### src/rtl/alu_exec_stage.sv
`timescale 1ns/1ps
// ---------------------------------------------------------------------------
// alu_exec_stage
//   Execute-stage wrapper around the external 16-bit ALU.
//   - E slot: holds the accepted op and drives the ALU combinationally.
//   - W slot: captures the ALU result for register-file writeback.
//   - Flags register: sources the ALU carry-in. It is updated when an op with
//     in_fwe set moves from E to W.
//   Optional feature macro: FLAGS_ZN_EN
//     - When defined, Z (bit2) and N (bit3) are also stored.
//     - When undefined, only C (bit0) and V (bit1) are stored.
//
// Ports
//   clk, rst                  clock, synchronous active-high reset
//   in_valid/in_ready         upstream handshake
//   in_a, in_b                operands
//   in_op                     opcode
//   in_rd                     destination register
//   in_fwe                    flag write enable
//   alu_a/b/op/ci             drive to ALU
//   alu_result/alu_flags      from ALU
//   wb_valid/wb_ready         downstream handshake
//   wb_result, wb_rd          writeback payload
//   flags_out                 current flags register
// ---------------------------------------------------------------------------
module alu_exec_stage #(
  parameter int unsigned DATA_W = 32'd16,
  parameter int unsigned OP_W   = 32'd6,
  parameter int unsigned RD_W   = 32'd3
) (
  input  logic              clk,
  input  logic              rst,
  input  logic              in_valid,
  output logic              in_ready,
  input  logic [DATA_W-1:0] in_a,
  input  logic [DATA_W-1:0] in_b,
  input  logic [OP_W-1:0]   in_op,
  input  logic [RD_W-1:0]   in_rd,
  input  logic              in_fwe,
  output logic [DATA_W-1:0] alu_a,
  output logic [DATA_W-1:0] alu_b,
  output logic [OP_W-1:0]   alu_op,
  output logic              alu_ci,
  input  logic [DATA_W-1:0] alu_result,
  input  logic [15:0]       alu_flags,
  output logic              wb_valid,
  input  logic              wb_ready,
  output logic [DATA_W-1:0] wb_result,
  output logic [RD_W-1:0]   wb_rd,
  output logic [15:0]       flags_out
);

  logic              e_valid_r;
  logic [DATA_W-1:0] e_a_r;
  logic [DATA_W-1:0] e_b_r;
  logic [OP_W-1:0]   e_op_r;
  logic [RD_W-1:0]   e_rd_r;
  logic              e_fwe_r;

  logic              wb_valid_r;
  logic [DATA_W-1:0] wb_result_r;
  logic [RD_W-1:0]   wb_rd_r;
  logic [15:0]       flags_r;

  logic              e_adv_s;
  logic              accept_s;
  logic [15:0]       flags_next_s;
  logic              unused_flags_s;

  // The ALU reports only V/C in its low two bits; the upper bits are ignored.
  assign unused_flags_s = ^alu_flags[15:2];

  // Pipeline control.
  // E advances whenever W is empty or draining this cycle, so a new op can
  // enter E on the same edge the old one leaves (no bubble).
  always_comb begin
    e_adv_s  = e_valid_r && (!wb_valid_r || wb_ready);
    in_ready = !e_valid_r || e_adv_s;
    accept_s = in_valid && in_ready;
  end

  // Value written into the flags register when an E op with fwe advances.
  always_comb begin
`ifdef FLAGS_ZN_EN
    flags_next_s = {12'd0, alu_result[DATA_W-1],
                    (alu_result == {DATA_W{1'b0}}), alu_flags[1:0]};
`else
    flags_next_s = {14'd0, alu_flags[1:0]};
`endif
  end

  // E slot: load on accept, empty when its op leaves with nothing behind it.
  always_ff @(posedge clk) begin
    if (rst) begin
      e_valid_r <= 1'b0;
      e_a_r     <= {DATA_W{1'b0}};
      e_b_r     <= {DATA_W{1'b0}};
      e_op_r    <= {OP_W{1'b0}};
      e_rd_r    <= {RD_W{1'b0}};
      e_fwe_r   <= 1'b0;
    end else if (accept_s) begin
      e_valid_r <= 1'b1;
      e_a_r     <= in_a;
      e_b_r     <= in_b;
      e_op_r    <= in_op;
      e_rd_r    <= in_rd;
      e_fwe_r   <= in_fwe;
    end else if (e_adv_s) begin
      e_valid_r <= 1'b0;
    end
  end

  // W slot: capture the ALU output as E advances, release on downstream accept.
  always_ff @(posedge clk) begin
    if (rst) begin
      wb_valid_r  <= 1'b0;
      wb_result_r <= {DATA_W{1'b0}};
      wb_rd_r     <= {RD_W{1'b0}};
    end else if (e_adv_s) begin
      wb_valid_r  <= 1'b1;
      wb_result_r <= alu_result;
      wb_rd_r     <= e_rd_r;
    end else if (wb_valid_r && wb_ready) begin
      wb_valid_r  <= 1'b0;
    end
  end

  // Flags register.
  // It is written on the same edge the next op enters E, so a
  // dependent carry-in op needs no forwarding.
  always_ff @(posedge clk) begin
    if (rst) begin
      flags_r <= 16'd0;
    end else if (e_adv_s && e_fwe_r) begin
      flags_r <= flags_next_s;
    end
  end

  assign alu_a     = e_a_r;
  assign alu_b     = e_b_r;
  assign alu_op    = e_op_r;
  assign alu_ci    = flags_r[0];
  assign wb_valid  = wb_valid_r;
  assign wb_result = wb_result_r;
  assign wb_rd     = wb_rd_r;
  assign flags_out = flags_r;

endmodule

### config.mk
export PLATFORM = sky130hd
export DESIGN_NAME = alu_exec_stage
export DESIGN_NICKNAME = d
export VERILOG_FILES = /design/src/rtl/alu_exec_stage.sv
export SDC_FILE = /design/constraint.sdc
export NUM_CORES = 1
export LEC_CHECK = 0
export ABC_CLOCK_PERIOD_IN_PS = 2150
export BUFFER_PORTS_ARGS = -buffer_cell sky130_fd_sc_hd__buf_2
export CORE_MARGIN = 8
export CORE_UTILIZATION = 47
export CTS_BUF_LIST = sky130_fd_sc_hd__clkbuf_4 sky130_fd_sc_hd__clkbuf_8 sky130_fd_sc_hd__clkbuf_16
export DETAILED_ROUTE_END_ITERATION = 12
export PLACE_DENSITY = 0.88
export SETUP_SLACK_MARGIN = 0.02
export SYNTH_ARGS = -nofsm -noshare
export SYNTH_HDL_FRONTEND = slang
export SYNTH_SLANG_ARGS = --single-unit
### constraint.sdc
create_clock -name clk -period 2.15 [get_ports clk]
set_input_delay 0.43 -clock clk [delete_from_list [all_inputs] [get_ports clk]]
set_output_delay 0.43 -clock clk [all_outputs]
set_load 0.01 [all_outputs]
# --- After elaboration in Yosys (flattened, before gate mapping) ---
# Index checks and enable logic that the tools add are counted.
word_totals:
  register_bits: 65
op_classes:
  muxes: 4
  n_reduce_logical: 10
ops:
  columns: ["op", "count"]
  rows:
  - ["logical AND 1 bit", 4]
  - ["2-to-1 mux 1 bit", 4]
  - ["nonzero test 2 bit", 2]
  - ["logical NOT 1 bit", 2]
  - ["logical OR 1 bit", 2]

# --- Logic depth before layout (Yosys ltp) ---
logic_depth:
  ltp_word: 6
  depth_mapped: 6
  mapped_depth_nobuf: 3

# --- Least setup slack after synthesis ---
# Ideal clock, no wire load.
synth_timing:
  path_type: "reg2out"
  start: "register wb_valid_r (netlist: wb_valid)"
  end: "output in_ready"
  t_arrival_ps: 857
  t_required_ps: 1720
  slack_ps: 863
  stages_incl_launch_ff: 4
  n_path_buf: 1
  path_cell_list: "dfxtp_1 > nor2b_4 > buf_2 > nand2_1"
synth_via:
  elab_chain_len: 4
synth_lines:
  columns: ["item", "line", "rtl"]
  rows:
  - ["start, declared", "60", "logic wb_valid_r;"]
  - ["start signal, assigned", "116", "wb_valid_r <= 1'b0;"]
  - ["start signal, assigned", "120", "wb_valid_r <= 1'b1;"]
  - ["start signal, assigned", "124", "wb_valid_r <= 1'b0;"]
  - ["logical NOT 1 bit", "77", "e_adv_s = e_valid_r && (!wb_valid_r || wb_ready);"]
  - ["logical OR 1 bit", "77", null]
  - ["logical AND 1 bit", "77", null]
  - ["logical OR 1 bit", "78", "in_ready = !e_valid_r || e_adv_s;"]
  - ["end, declared", "34", "output logic in_ready,"]
# Every way passes these cells.

# --- Final worst setup path ---
# Same ends and word-level chain as after synthesis.

==> impl_metrics.json <==
{
  "crit_end": "in_ready",
  "via_per_inst": 4.81,
  "slew_headroom_pct": 57.6,
  "layout-drive-gt1-share_pct": 35.9,
  "cts_setup_buffers": 0,
  "drtAntennaViolNets": 0,
  "finalHoldViolations": 0,
  "period_share_pct": 81.3,
  "grt_pass1_wl_um": 11400,
  "ctsHoldBuffers": 0,
  "crit_fanout": 17,
  "die_h_um": 92.2,
  "clock_latency_ns": 0.32,
  "startpoint": "wb_valid",
  "dp_slack_ns": 0.551,
  "tightest_slew_ns": 0.636,
  "num_io_pins": 154,
  "setup_tns_ns": 0,
  "fmaxAchievable_mhz": 572,
  "overflow": 0,
  "timing.rr.start": "e_valid_r",
  "synth.area.top_cells": "dfxtp_1, mux2i_1, nand2_1, buf_4, a21oi_1",
  "vias": 2397,
  "power_leakage_uw": 0.00176,
  "antenna_found_initial": 0,
  "worst-path-buf-inv": 1,
  "cts_max_level": 3,
  "layout_min_cycle_time_ns": 1.75,
  "instances_no_fill": 498,
  "synth_area_um2": 2730,
  "fin_nets": 499,
  "start_kind": "register",
  "synthCells": 305,
  "powerDensity_nw_per_um2": 761,
  "post_drt_wl_per_cell_um": 13.7,
  "peakVddDrop_mv": 0.373,
  "seq_area_frac_synth_pct": 47.6,
  "cp.required_ns": 1.72,
  "cts_root_buffer": "clkbuf_8",
  "cpMaxStageDelayCell": "nor2b_4",
  "critPathTopFamily": "simple AND/OR/NAND/NOR gates",
  "synth_edf_count": 0,
  "dieWidth_um": 92.2,
  "skew_ns": 0.00457,
  "syn_avg_cell_area_um2": 8.96,
  "status": "complete, no violations",
  "hp-class": "primary input to register",
  "clk_pin_slew_ns": 0.07,
  "gp_congestion": 0.695,
  "diodes": 0,
  "yosysWarnings": 0,
  "coreArea_um2": 5570,
  "ys_top_cells_by_count": "nand2_1, dfxtp_1, mux2i_1",
  "fin_ws_ns": 0.403,
  "yosys.cell_count.top_type": "nand2_1",
  "die-area_um2": 8510,
  "dp_cells": 482,
  "drv_slew": 0,
  "rsz0062_at_grt": "false",
  "setup_viol": 0,
  "async_reset_ff_share_pct": 0,
  "cts_tree": "built",
  "crit_arrival_ns": 1.32,
  "first_pass_iters": 4,
  "cts_sinks": 65,
  "synth_top_flop_cell": "dfxtp_1",
  "drc": 0,
  "cp-end-kind": "output port",
  "place_area_um2": 3270,
  "max_stage_delay_ns": 0.39,
  "synth_top_area_share_pct": 47.6,
  "cts_resized": 0,
  "finalWirelength_um": 6840,
  "cp.depth": 3,
  "drt-initial-drc-count": 69,
  "grt_max_degree": 43,
  "cts_buffers": 9,
  "clock_path_buffers": 2,
  "stdcell_area_um2": 3470,
  "synth_largest_area_cell": "dfxtp_1",
  "start_util_pct": 49.0,
  "area_growth_pct": 27.0,
  "grt_usage_pct": 16.2,
  "reg2reg_slack_ns": 0.62,
  "r2r_cells": 3,
  "yosys.cell_types.count": 22,
  "max_cap_violations": 0,
  "timing.rr.end": "flags_out[0]",
  "io_buffers": 125,
  "num_rows": 27,
  "dp_hpwl_um": 5190,
  "ys_ff_latch": 65,
  "critPathKind": "register to output port",
  "grt_pass1_vias": 2535,
  "crit_chain": "nor2b_4 -> nand2_1 -> buf_2"
}
[worst reg2reg max path, delay by kind of cell, from the launching register on]
kind / cells / cell delay [ns]
flops: 1 / 0.58
buf+inv: 1 / 0.40
compound gates: 2 / 0.44
[logic make-up (layout without fill, tap and decap cells)]
family / count (synthesis) / count (layout) / synth area share, %
and+or+nand+nor: 107 / 107 / 16.2
DFF: 65 / 65 / 47.6
other: 1 / 14 / 0.137
muxes: 41 / 41 / 15.0
AOI/OAI and AO/OA: 47 / 47 / 9.44
buffers and inverters: 44 / 152 / 11.5
[worst min path at each step]
stage	startpoint	endpoint	slack (ns)	depth (start not counted)
2_1_floorplan	e_rd_r[2]	e_rd_r[2]	0.43	2
3_3_place_gp	alu_b[0]	alu_b[0]	0.44	2
3_5_place_dp	alu_b[10]	alu_b[10]	0.45	2
4_1_cts	in_b[9]	alu_b[9]	0.33	3
5_1_grt	in_b[4]	alu_b[4]	0.34	3
6_report	in_b[9]	alu_b[9]	0.34	3
[power breakdown]
part           internal, uW  switching (uW)  total (uW)  leakage [uW]
Clock                   554             421         975      0.000106
Combinational           156             197         353       0.00112
Sequential             1270            35.3        1310      0.000535
Total                  1980             653        2640       0.00176
[cell type report]
type                            count  area [um^2]
Timing Repair Buffer              133          698
Inverter                            3         11.3
Fill cell                         492         2110
Sequential cell                    65         1300
Multi-Input combinational cell    209         1170
Tap cell                           72         90.1
Clock buffer                       14          186
Clock inverter                      2         10.0
[cell usage in the layout (no fill, tap or decap)]
master,n
conb_1,14
o31ai_2,1
dfxtp_1,65
o21ai_0,19
clkbuf_4,1
nand2b_1,1
clkinv_2,2
a21oi_1,23
o2111ai_1,1
buf_12,1
inv_2,1
nand3_1,19
nor2b_4,1
clkbuf_8,13
buf_2,125
nand4_1,2
a21boi_4,1
buf_4,7
nor2_1,1
o31ai_1,2
inv_1,2
mux2i_1,41
nand2_1,83
[metal layers]
layer	track usage (%)	part of all wire (%)	wire length, um
met1	16.1	39	2640
met2	28.2	49	3350
met3	8.48	11	777
met4	5.64	1.0	71
met5	0	0	0
[state kept, by name (all words and copies together) (netlist names)]
register	cells
flags_out	2
alu_a	16
wb_valid	1
wb_result	16
e_fwe_r	1
alu_op	6
alu_b	16
e_rd_r	3
e_valid_r	1
wb_rd	3
[per-stage QoR]
step	util [%]	power (uW)	hold WS (ns)
4_1_cts	62.2	2680	0.330
6_report	62.2	2640	0.345
3_3_place_gp	58.7	1680	0.439
5_1_grt	62.2	2770	0.337
3_5_place_dp	58.7	1690	0.448
2_1_floorplan	-	1570	0.435
(Power assumes the default switching activity.)
